`config.mk`:
```
export PLATFORM = sky130hd
export DESIGN_NAME = hex_display_mux
export DESIGN_NICKNAME = d
export VERILOG_FILES = /design/src/rtl/hex_display_mux.sv
export SDC_FILE = /design/constraint.sdc
export NUM_CORES = 1
export LEC_CHECK = 0
export CAP_MARGIN = 30
export CORE_MARGIN = 5
export CORE_UTILIZATION = 45
export DETAILED_ROUTE_END_ITERATION = 7
export PLACE_DENSITY_LB_ADDON = 0.1
export SYNTH_ARGS = -nofsm -noshare
export SYNTH_HDL_FRONTEND = slang
export SYNTH_SLANG_ARGS = --single-unit
```
`constraint.sdc`:
```
create_clock -name CLOCK_50 -period 3.9 [get_ports CLOCK_50]
set_input_delay 0.78 -clock CLOCK_50 [delete_from_list [all_inputs] [get_ports CLOCK_50]]
set_output_delay 0.78 -clock CLOCK_50 [all_outputs]
set_load 0.01 [all_outputs]
```
`src/rtl/hex_display_mux.sv`:
```
// rtl/hex_display_mux.sv - multi-channel seven-segment display controller with auto-scroll, freeze and blanking
// Holds one active-low hex-to-segment decoder per digit behind a registered channel selector.

module SevenSegmentDecoder (
    input  logic [3:0] hex,
    output logic [6:0] seg
);

    always_comb begin
        seg = 7'h7F;
        case (hex)
            4'h0: seg = 7'h40;
            4'h1: seg = 7'h79;
            4'h2: seg = 7'h24;
            4'h3: seg = 7'h30;
            4'h4: seg = 7'h19;
            4'h5: seg = 7'h12;
            4'h6: seg = 7'h02;
            4'h7: seg = 7'h78;
            4'h8: seg = 7'h00;
            4'h9: seg = 7'h10;
            4'hA: seg = 7'h08;
            4'hB: seg = 7'h03;
            4'hC: seg = 7'h46;
            4'hD: seg = 7'h21;
            4'hE: seg = 7'h06;
            4'hF: seg = 7'h0E;
            default: seg = 7'h7F;
        endcase
    end

endmodule

module hex_display_mux #(
    parameter int NUM_CHANNELS = 4,
    parameter int NUM_DIGITS   = 6,
    parameter int DWELL_CYCLES = 50_000_000
) (
    input  logic                                 CLOCK_50,
    input  logic                                 reset_n,
    input  logic [NUM_CHANNELS*NUM_DIGITS*4-1:0] channel_data,
    input  logic [$clog2(NUM_CHANNELS)-1:0]      sel_channel,
    input  logic                                 auto_mode,
    input  logic                                 freeze,
    input  logic                                 blank_lz,
    output logic [NUM_DIGITS*7-1:0]              hex_out,
    output logic [$clog2(NUM_CHANNELS)-1:0]      active_channel
);

    localparam int CW  = $clog2(NUM_CHANNELS);
    localparam int VW  = 4 * NUM_DIGITS;
    localparam int DCW = $clog2(DWELL_CYCLES);

    localparam logic [DCW-1:0] DWELL_LAST = DCW'(DWELL_CYCLES - 1);
    localparam logic [CW-1:0]  CHAN_LAST  = CW'(NUM_CHANNELS - 1);
    localparam logic [CW:0]    CHAN_COUNT = (CW + 1)'(NUM_CHANNELS);

    logic [CW-1:0]           chan_idx;
    logic [CW-1:0]           next_chan;
    logic [CW-1:0]           value_chan;
    logic [DCW-1:0]          dwell_cnt;
    logic [DCW-1:0]          next_dwell;
    logic                    freeze_q;
    logic                    hold;
    logic [VW-1:0]           value_reg;
    logic [VW-1:0]           chan_slice;
    logic [NUM_DIGITS*7-1:0] seg_raw;
    logic [NUM_DIGITS*7-1:0] seg_next;
    logic [NUM_DIGITS-1:0]   zero_above;

    // The first high cycle of freeze still captures; only later cycles hold.
    assign hold = freeze & freeze_q;

    always_comb begin
        next_chan  = chan_idx;
        next_dwell = dwell_cnt;
        if (!hold) begin
            if (auto_mode) begin
                if (dwell_cnt == DWELL_LAST) begin
                    next_dwell = '0;
                    next_chan  = (chan_idx == CHAN_LAST) ? '0 : chan_idx + CW'(1);
                end else begin
                    next_dwell = dwell_cnt + DCW'(1);
                end
            end else begin
                next_dwell = '0;
                if ({1'b0, sel_channel} < CHAN_COUNT) begin
                    next_chan = sel_channel;
                end
            end
        end
    end

    always_comb begin
        chan_slice = '0;
        for (int c = 0; c < NUM_CHANNELS; c++) begin
            if (chan_idx == CW'(c)) begin
                chan_slice = channel_data[c*VW +: VW];
            end
        end
    end

    genvar d;
    generate
        for (d = 0; d < NUM_DIGITS; d++) begin : g_digit
            // zero_above[d]: this digit and every more significant one are zero.
            if (d == NUM_DIGITS - 1) begin : g_top
                assign zero_above[d] = (value_reg[d*4 +: 4] == 4'h0);
            end else begin : g_lower
                assign zero_above[d] = zero_above[d+1] & (value_reg[d*4 +: 4] == 4'h0);
            end

            SevenSegmentDecoder u_dec (
                .hex (value_reg[d*4 +: 4]),
                .seg (seg_raw[d*7 +: 7])
            );

            assign seg_next[d*7 +: 7] = (blank_lz && (d != 0) && zero_above[d]) ?
                                        7'h7F : seg_raw[d*7 +: 7];
        end
    endgenerate

    always_ff @(posedge CLOCK_50 or negedge reset_n) begin
        if (!reset_n) begin
            freeze_q       <= 1'b0;
            chan_idx       <= '0;
            dwell_cnt      <= '0;
            value_reg      <= '0;
            value_chan     <= '0;
            hex_out        <= {NUM_DIGITS{7'h7F}};
            active_channel <= '0;
        end else begin
            freeze_q  <= freeze;
            chan_idx  <= next_chan;
            dwell_cnt <= next_dwell;
            if (!hold) begin
                value_reg  <= chan_slice;
                value_chan <= chan_idx;
            end
            hex_out        <= seg_next;
            active_channel <= value_chan;
        end
    end

endmodule

```
==> reports/results.tsv, run 1 <==
metric	value	unit
status	completed	
TritonCTS clock tree	yes	
P_leak	0.00317	uW
number of flops mapped to enable cells by yosys	0	
Max FO, Critical Path	38	
final setup fails	0	
synthesized instance count	692	
Max Fclk	0.396	GHz
slew margin rel.	38.1	%
Worst setup EP type	flop	
worst slew pin tran	0.928	ns
Die X	126	um
ANT nets after route	0	
total clock sinks	99	
clock root buffer	clkbuf_16	
Die ar.	0.0159	mm2
slowest CP cell	nor4_2	
Final Cycle Share	64.8	%
Slew Viols, Final	0	
IO Count	147	
Reg area	0.00253	mm2
RSZ-0062 raised after global routing	false	
routability cong.	0.866	
proportion of layout cells with a drive suffix above 1	9.31	%
first-pass GRT wire length	25900	um
sequential cell area fraction in the yosys report	41.6	%
Final min period	2.53	ns
Post-CTS Repair Setup Buffers	0	
Main synth FF type	dfrtp_1	
Clock Latency Late Sink	0.34	ns
Total Routed Length	15900	um
ys async rst share	100	%
Max clock buf depth	2	
vias in the first global route	5255	
All-Layer GR Usage	19.8	%
Cell Pwr Density	463	mW/mm2
Initial Util	45.9	%
initial antenna violation count	1	
Required @ worst endpoint	4.11	ns
Critical Path Source Type	input pin	
Layout Nets	952	
Area Overhead vs Synth	30.4	%
Post-DP HPWL	11800	um
CTS resizes	0	
Layout Cells excl Fill	993	
DRC Markers	0	
FF+latch count, synth	99	
Worst Hold Class	input pin to asynchronous set/reset pin	
IO Port Bufs	146	
vias	5503	
area of the multi-input gates	0.00328	mm2
clk slew on worst S/H paths	0.06	ns
max reg flops	42	
crit path DAT	2.74	ns
Wirelength per Cell	16.0	um
drt first pass iters	5	
1st-iter DRT viols	426	
TritonCTS Buffers	9	
depth of the CTS H-tree	3	
fillcell total	1173	
Mapped Area	0.00607	mm2
Setup CP Type	input pin to flop	
floorplan core area	0.0132	mm2
Hold Violations, Final	0	
Vert. Die Dim	126	um
Synth Warn #	0	
row cnt	42	
synth unique cells	58	
Final Skew	0.00931	ns
setup tns final	0	ns
Via density	5.54	
slowest stage delay, CP	0.63	ns
total grt overflow	0	
syn_area_per_cell	8.78	um2
syn nets	833	
Peak VDD IR	0.285	mV
dpl cells	976	
hold-fix buffer count after cts	0	
largest net degree at the start of global routing	72	
hold slack	0.261	ns
cells along the critical path	clkdlybuf4s50_1, and2_2, nor4_2, nand4_1, xor2_1, nor2_1	
maxcap violations	0	
cell usage in the layout, fill, tap and decap left out, drive strengths merged, types with 3 or more instances in the layout:
cell type      count
a211oi             3
a21boi            15
a21o               5
a21oi             99
a22oi              4
and2               4
and3               7
buf                6
clkbuf            12
clkdlybuf4s50    145
clkinvlp           3
dfrtp             57
dfstp             42
ha                38
inv               26
mux2i             12
nand2             77
nand2b             4
nand3             24
nand3b            26
nand4             12
nor2              42
nor2b              7
nor3               8
nor4               4
nor4b              3
o211ai             3
o21a              13
o21ai             64
o311ai             3
o31ai              5
xor2              15
cell families after synthesis:
logic type / synth area share [%]
simple gates: 19.6
compound gates: 21.8
flops: 41.6
buf+inv: 4.41
fa+ha+maj: 7.83
xor+xnor: 2.16
mux: 2.53
stage by stage:
stage               util [%]  area (um2)  setup WS, ns  total power, uW
finish                  59.8        7920          1.37             3670
global route            59.8        7920          1.26             3910
detailed placement      57.7        7650          1.03             2860
CTS                     59.8        7920          1.40             3710
global placement        57.5        7620          1.12             2830
floorplan                  -        6070          1.91             2240
critical path: cells and delay by family:
kind          cells  cell delay, ns
xor+xnor          1            0.19
simple gates      4            1.34
buf+inv           1            0.43
layout make-up:
class	instances	share of cell area, %
Antenna cell	1	0.0316
Clock buffer	12	3.11
Clock inverter	4	0.347
Inverter	26	1.23
Multi-Input combinational cell	524	41.4
Sequential cell	99	31.9
Tap cell	176	2.78
Timing Repair Buffer	151	19.1
synthesized netlist by cell type, drive strengths merged (5+ instances only):
cell type	number	share of area, %
a21oi	99	8.2
o21ai	64	5.3
a21o	5	0.62
nor2b	7	0.72
nand3	24	2.1
inv	26	1.6
clkbuf	39	2.4
o31ai	5	0.62
dfstp	42	18
o21a	13	1.6
ha	38	7.8
and3	7	0.72
nand2	77	4.8
nor3	8	0.66
nor2	42	2.7
nand3b	26	3.2
nand4	12	1.2
dfrtp	57	23
xor2	15	2.2
a21boi	15	1.9
mux2i	12	2.0
layer usage:
metal | track usage (%) | vias up | wire length (um)
li1 | - | 2687 | -
met1 | 25.6 | 2615 | 6860
met2 | 33.5 | 178 | 7860
met3 | 3.47 | 23 | 859
met5 | 0 | - | 0
met4 | 6.81 | 0 | 336
path summary, 6_finish.rpt:
path / from / end / slack, ns / cells past startpoint
worst min register to register: value_chan[0] / active_channel[0] / 0.39 / 0
worst max register to register: value_reg[8] / hex_out[12] / 1.65 / 7
worst min-delay path: reset_n / value_reg[19] / 0.26 / 1
worst max-delay path: freeze / dwell_cnt[19] / 1.37 / 6
min in group CLOCK_50: value_chan[0] / active_channel[0] / 0.39 / 0
max in group asynchronous: reset_n / hex_out[13] / 2.72 / 3
power by group:
group | switching, uW | internal (uW) | total (uW)
Combinational | 615 | 682 | 1300
Clock | 381 | 450 | 830
Sequential | 191 | 1350 | 1540
Power figures use the tool's default switching activity.
==> run 2, diff against run 1 <==
clock period = 2.3 ns   (was 3.9 ns; I/O delays follow)
==> reports/results.tsv, run 2 (same netlist as run 1, synthesis figures left out) <==
metric	value	unit
final setup fails	0	
Wirelength per Cell	16.5	um
Worst R2R End	hex_out[10]	
crit path DAT	2.34	ns
Final min period	2.09	ns
fillcell total	1134	
Area Overhead vs Synth	33.9	%
setup tns final	0	ns
total grt overflow	0	
Cell Pwr Density	782	mW/mm2
IO Port Bufs	146	
Max FO, Critical Path	5	
first-pass GRT wire length	27400	um
final instance area	0.00813	mm2
Post-DP HPWL	12400	um
Worst Hold Class	input pin to asynchronous set/reset pin	
maxcap violations	0	
dpl cells	996	
hold-fix buffer count after cts	0	
drt first pass iters	5	
Via density	5.51	
clock root buffer	clkbuf_16	
routability cong.	0.960	
proportion of layout cells with a drive suffix above 1	11.6	%
DRC Markers	0	
Slew Viols, Final	0	
Setup CP Type	flop to flop	
Reg2Reg Depth	7	
Die ar.	0.0159	mm2
largest net degree at the start of global routing	49	
Max clock buf depth	2	
worst slew pin tran	0.659	ns
initial antenna violation count	0	
vias in the first global route	5539	
Layout Nets	972	
P_leak	0.00330	uW
total clock sinks	99	
IO Count	147	
Final Skew	0.0101	ns
All-Layer GR Usage	21.1	%
dpl cell area	0.00785	mm2
most frequent cells in the layout	clkdlybuf4s50_1 (145), a21oi_1 (99), nand2_1 (77)	
Vert. Die Dim	126	um
1st-iter DRT viols	512	
reg2reg start	value_reg[9]	
Reg2Reg Setup Slack	0.21	ns
CTS resizes	0	
Final Cycle Share	90.8	%
RSZ-0062 raised after global routing	false	
Layout Cells excl Fill	1012	
Clock Latency Late Sink	0.35	ns
Worst setup EP type	flop	
Critical Path Source Type	flop	
Initial Util	45.9	%
Required @ worst endpoint	2.55	ns
Post-CTS Repair Setup Buffers	0	
row cnt	42	
floorplan core area	0.0132	mm2
Reg area	0.00253	mm2
dpl ws	0.0809	ns
Peak VDD IR	0.397	mV
Die X	126	um
Total Routed Length	16700	um
leading cell type in the layout, fill and taps excluded	clkdlybuf4s50_1	
depth of the CTS H-tree	3	
utilization after layout	61.4	%
Hold Violations, Final	0	
area of the multi-input gates	0.00329	mm2
TritonCTS Buffers	9	
TritonCTS clock tree	yes	
slew margin rel.	56.0	%
Max Fclk	0.479	GHz
final worst slack	0.213	ns
clk slew on worst S/H paths	0.07	ns
status	completed	
ANT nets after route	0	
max reg flops	42	
vias	5581	
diode count	0	
==> run 2: changes by cell type in the layout (fill, tap and decap cells not counted), sizes merged <==
cell,before,now
clkinv,1,4
diode,1,0
buf,6,26
clkinvlp,3,0
==> run 2: worst max path at each step <==
stage / slack [ns] / end / depth (start not counted) / startpoint
2_1_floorplan: 0.45 / chan_idx[1] / 6 / dwell_cnt[0]
3_3_place_gp: 0.12 / hex_out[33] / 6 / blank_lz
3_5_place_dp: 0.08 / hex_out[33] / 6 / blank_lz
4_1_cts: 0.19 / hex_out[10] / 7 / value_reg[8]
5_1_grt: 0.04 / hex_out[7] / 7 / value_reg[20]
6_report: 0.21 / hex_out[10] / 7 / value_reg[9]
==> run 2: report_power, final <==
group	switching, uW	leakage [uW]	total (uW)	internal [uW]
clock network	666	0.000137	1430	765
logic	1120	0.00198	2330	1210
registers	299	0.00118	2590	2290
total	2090	0.00330	6360	4270
==> run 2: worst max-delay path, stage by stage (launching register included) <==
cell,delay [ns]
dfrtp_1,0.44
inv_1,0.17
ha_1,0.24
nor4bb_2,0.39
nand2_1,0.10
nor3_1,0.30
nor4_1,0.12
a211oi_1,0.22
==> run 2: layer usage <==
| layer | up-vias | share of wire [%] | global-route usage (%) |
|---|---|---|---|
| met4 | 0 | 2.0 | 7.51 |
| met5 | - | 0 | 0 |
| met2 | 155 | 50 | 35.9 |
| met3 | 23 | 4.8 | 3.60 |
| met1 | 2671 | 43 | 27.1 |
| li1 | 2732 | - | - |
==> run 2: metrics by stage <==
step | power, uW | hold WS, ns
CTS | 6400 | 0.0401
global placement | 4880 | 0.374
floorplan | 3790 | 0.164
detailed placement | 4950 | 0.374
global route | 6740 | 0.0699
finish | 6360 | 0.0346
==> run 2: cell type report <==
type	instances	area share, %
sequential	99	31.1
clock buffer	12	3.03
multi-input combinational	524	40.4
tap	176	2.71
timing repair buffer	171	21.2
clock inverter	4	0.338
inverter	26	1.20
==> run 3, diff against run 2 <==
CORE_UTILIZATION = 40   (was 45)
==> reports/results.tsv, run 3 (same netlist as run 1, synthesis figures left out) <==
metric	value	unit
status	completed	
ANT nets after route	0	
Max clock buf depth	2	
Worst Hold Class	input pin to asynchronous set/reset pin	
routability cong.	0.885	
hold slack	0.116	ns
IO Port Bufs	146	
total clock sinks	99	
Critical Path Stages	7	
Via density	5.37	
row cnt	45	
1st-iter DRT viols	354	
Slew Viols, Final	0	
Initial Util	40.4	%
Setup CP Type	flop to flop	
Clock Latency Late Sink	0.35	ns
DRC Markers	0	
slowest stage delay, CP	0.44	ns
dpl ws	0.142	ns
Cell Pwr Density	790	mW/mm2
Critical Path Source Type	flop	
Max Fclk	0.495	GHz
initial antenna violation count	0	
floorplan core area	0.0150	mm2
max reg flops	42	
Final min period	2.02	ns
DR WL met3	751	um
WL met1	7410	um
final worst slack	0.280	ns
total grt overflow	0	
largest net degree at the start of global routing	50	
Post-DP HPWL	12800	um
vias in the first global route	5430	
maxcap violations	0	
Vert. Die Dim	133	um
depth of the CTS H-tree	3	
Reg2Reg Depth	7	
setup tns final	0	ns
Required @ worst endpoint	2.56	ns
Total Routed Length	16800	um
P_leak	0.00328	uW
cells along the critical path	inv_1, ha_1, and4bb_2, nand2_1, nor3_1, nor4_1, a211oi_1	
Max FO, Critical Path	6	
clk slew on worst S/H paths	0.07	ns
hold-fix buffer count after cts	0	
diode count	0	
final setup fails	0	
clock root buffer	clkbuf_16	
most frequent cells in the layout	clkdlybuf4s50_1 (145), a21oi_1 (99), nand2_1 (77)	
Die ar.	0.0178	mm2
leading cell type in the layout, fill and taps excluded	clkdlybuf4s50_1	
IO Count	147	
Area Overhead vs Synth	34.0	%
Peak VDD IR	0.378	mV
first-pass GRT wire length	27600	um
Wirelength per Cell	16.4	um
delay-heaviest family, CP	simple AND/OR/NAND/NOR gates	
Layout Nets	969	
vias	5480	
crit path DAT	2.28	ns
Die X	133	um
slowest CP cell	dfrtp_1	
Post-CTS Repair Setup Buffers	0	
worst slew pin tran	0.849	ns
Worst setup EP type	flop	
WL met2	8410	um
TritonCTS Buffers	9	
TritonCTS clock tree	yes	
Final Skew	0.00787	ns
WP buf/inv	1	
dpl cell area	0.00783	mm2
max layer used	met4	
final instance area	0.00814	mm2
drt first pass iters	5	
Final Cycle Share	87.8	%
proportion of layout cells with a drive suffix above 1	11.3	%
utilization after layout	54.1	%
RSZ-0062 raised after global routing	false	
All-Layer GR Usage	18.9	%
Hold Violations, Final	0	
slew margin rel.	43.4	%
run 3: changes by cell type in the layout (fill, tap and decap cells not counted), sizes merged:
cell      before  now
clkinv         4    1
buf           26   23
clkbuf        12   14
clkinvlp       0    1
run 3: what timing repair did:
action / in CTS / in global routing
endpoints found under the hold margin: 0 / 0
endpoints found under the setup margin: 0 / 1
resized for setup: 0 / 1
run 3: stage by stage:
stage / cells / total power, uW
2_1_floorplan: 692 / 3790
3_3_place_gp: 1005 / 4920
3_5_place_dp: 1005 / 4950
4_1_cts: 1021 / 6490
5_1_grt: 1021 / 6830
6_report: 1021 / 6430
run 3: worst reg2reg max path, cell delays in order (launching register included):
cell      delay [ns]
dfrtp_1         0.44
inv_1           0.14
ha_1            0.24
and4bb_2        0.34
nand2_1         0.14
nor3_1          0.33
nor4_1          0.11
a211oi_1        0.20
run 3: final timing paths:
kind / from / end / slack, ns
max in group asynchronous: reset_n / dwell_cnt[24] / 1.49
max reg2reg: value_reg[20] / hex_out[10] / 0.28
min in group CLOCK_50: value_chan[0] / active_channel[0] / 0.38
min reg2reg: value_chan[0] / active_channel[0] / 0.38
min: reset_n / value_reg[7] / 0.12
max: value_reg[20] / hex_out[10] / 0.28
run 3: area by class of cell:
cell class                      count  area, um2
Clock inverter                      2       16.3
Multi-Input combinational cell    524       3290
Sequential cell                    99       2530
Timing Repair Buffer              168       1690
Fill cell                        1362       6890
Inverter                           26       97.6
Tap cell                          188        235
Clock buffer                       14        285
run 3: layer usage:
metal / vias up / track usage (%)
met5: - / 0
met4: 0 / 4.74
met3: 15 / 3.66
met2: 129 / 32.9
met1: 2612 / 24.3
li1: 2724 / -
run 3: where the power goes:
group | total [uW] | leakage [uW] | switching (uW) | internal, uW
Sequential | 2570 | 0.00118 | 276 | 2300
Clock | 1520 | 0.000144 | 659 | 863
Combinational | 2340 | 0.00196 | 1130 | 1210
Total | 6430 | 0.00328 | 2060 | 4370
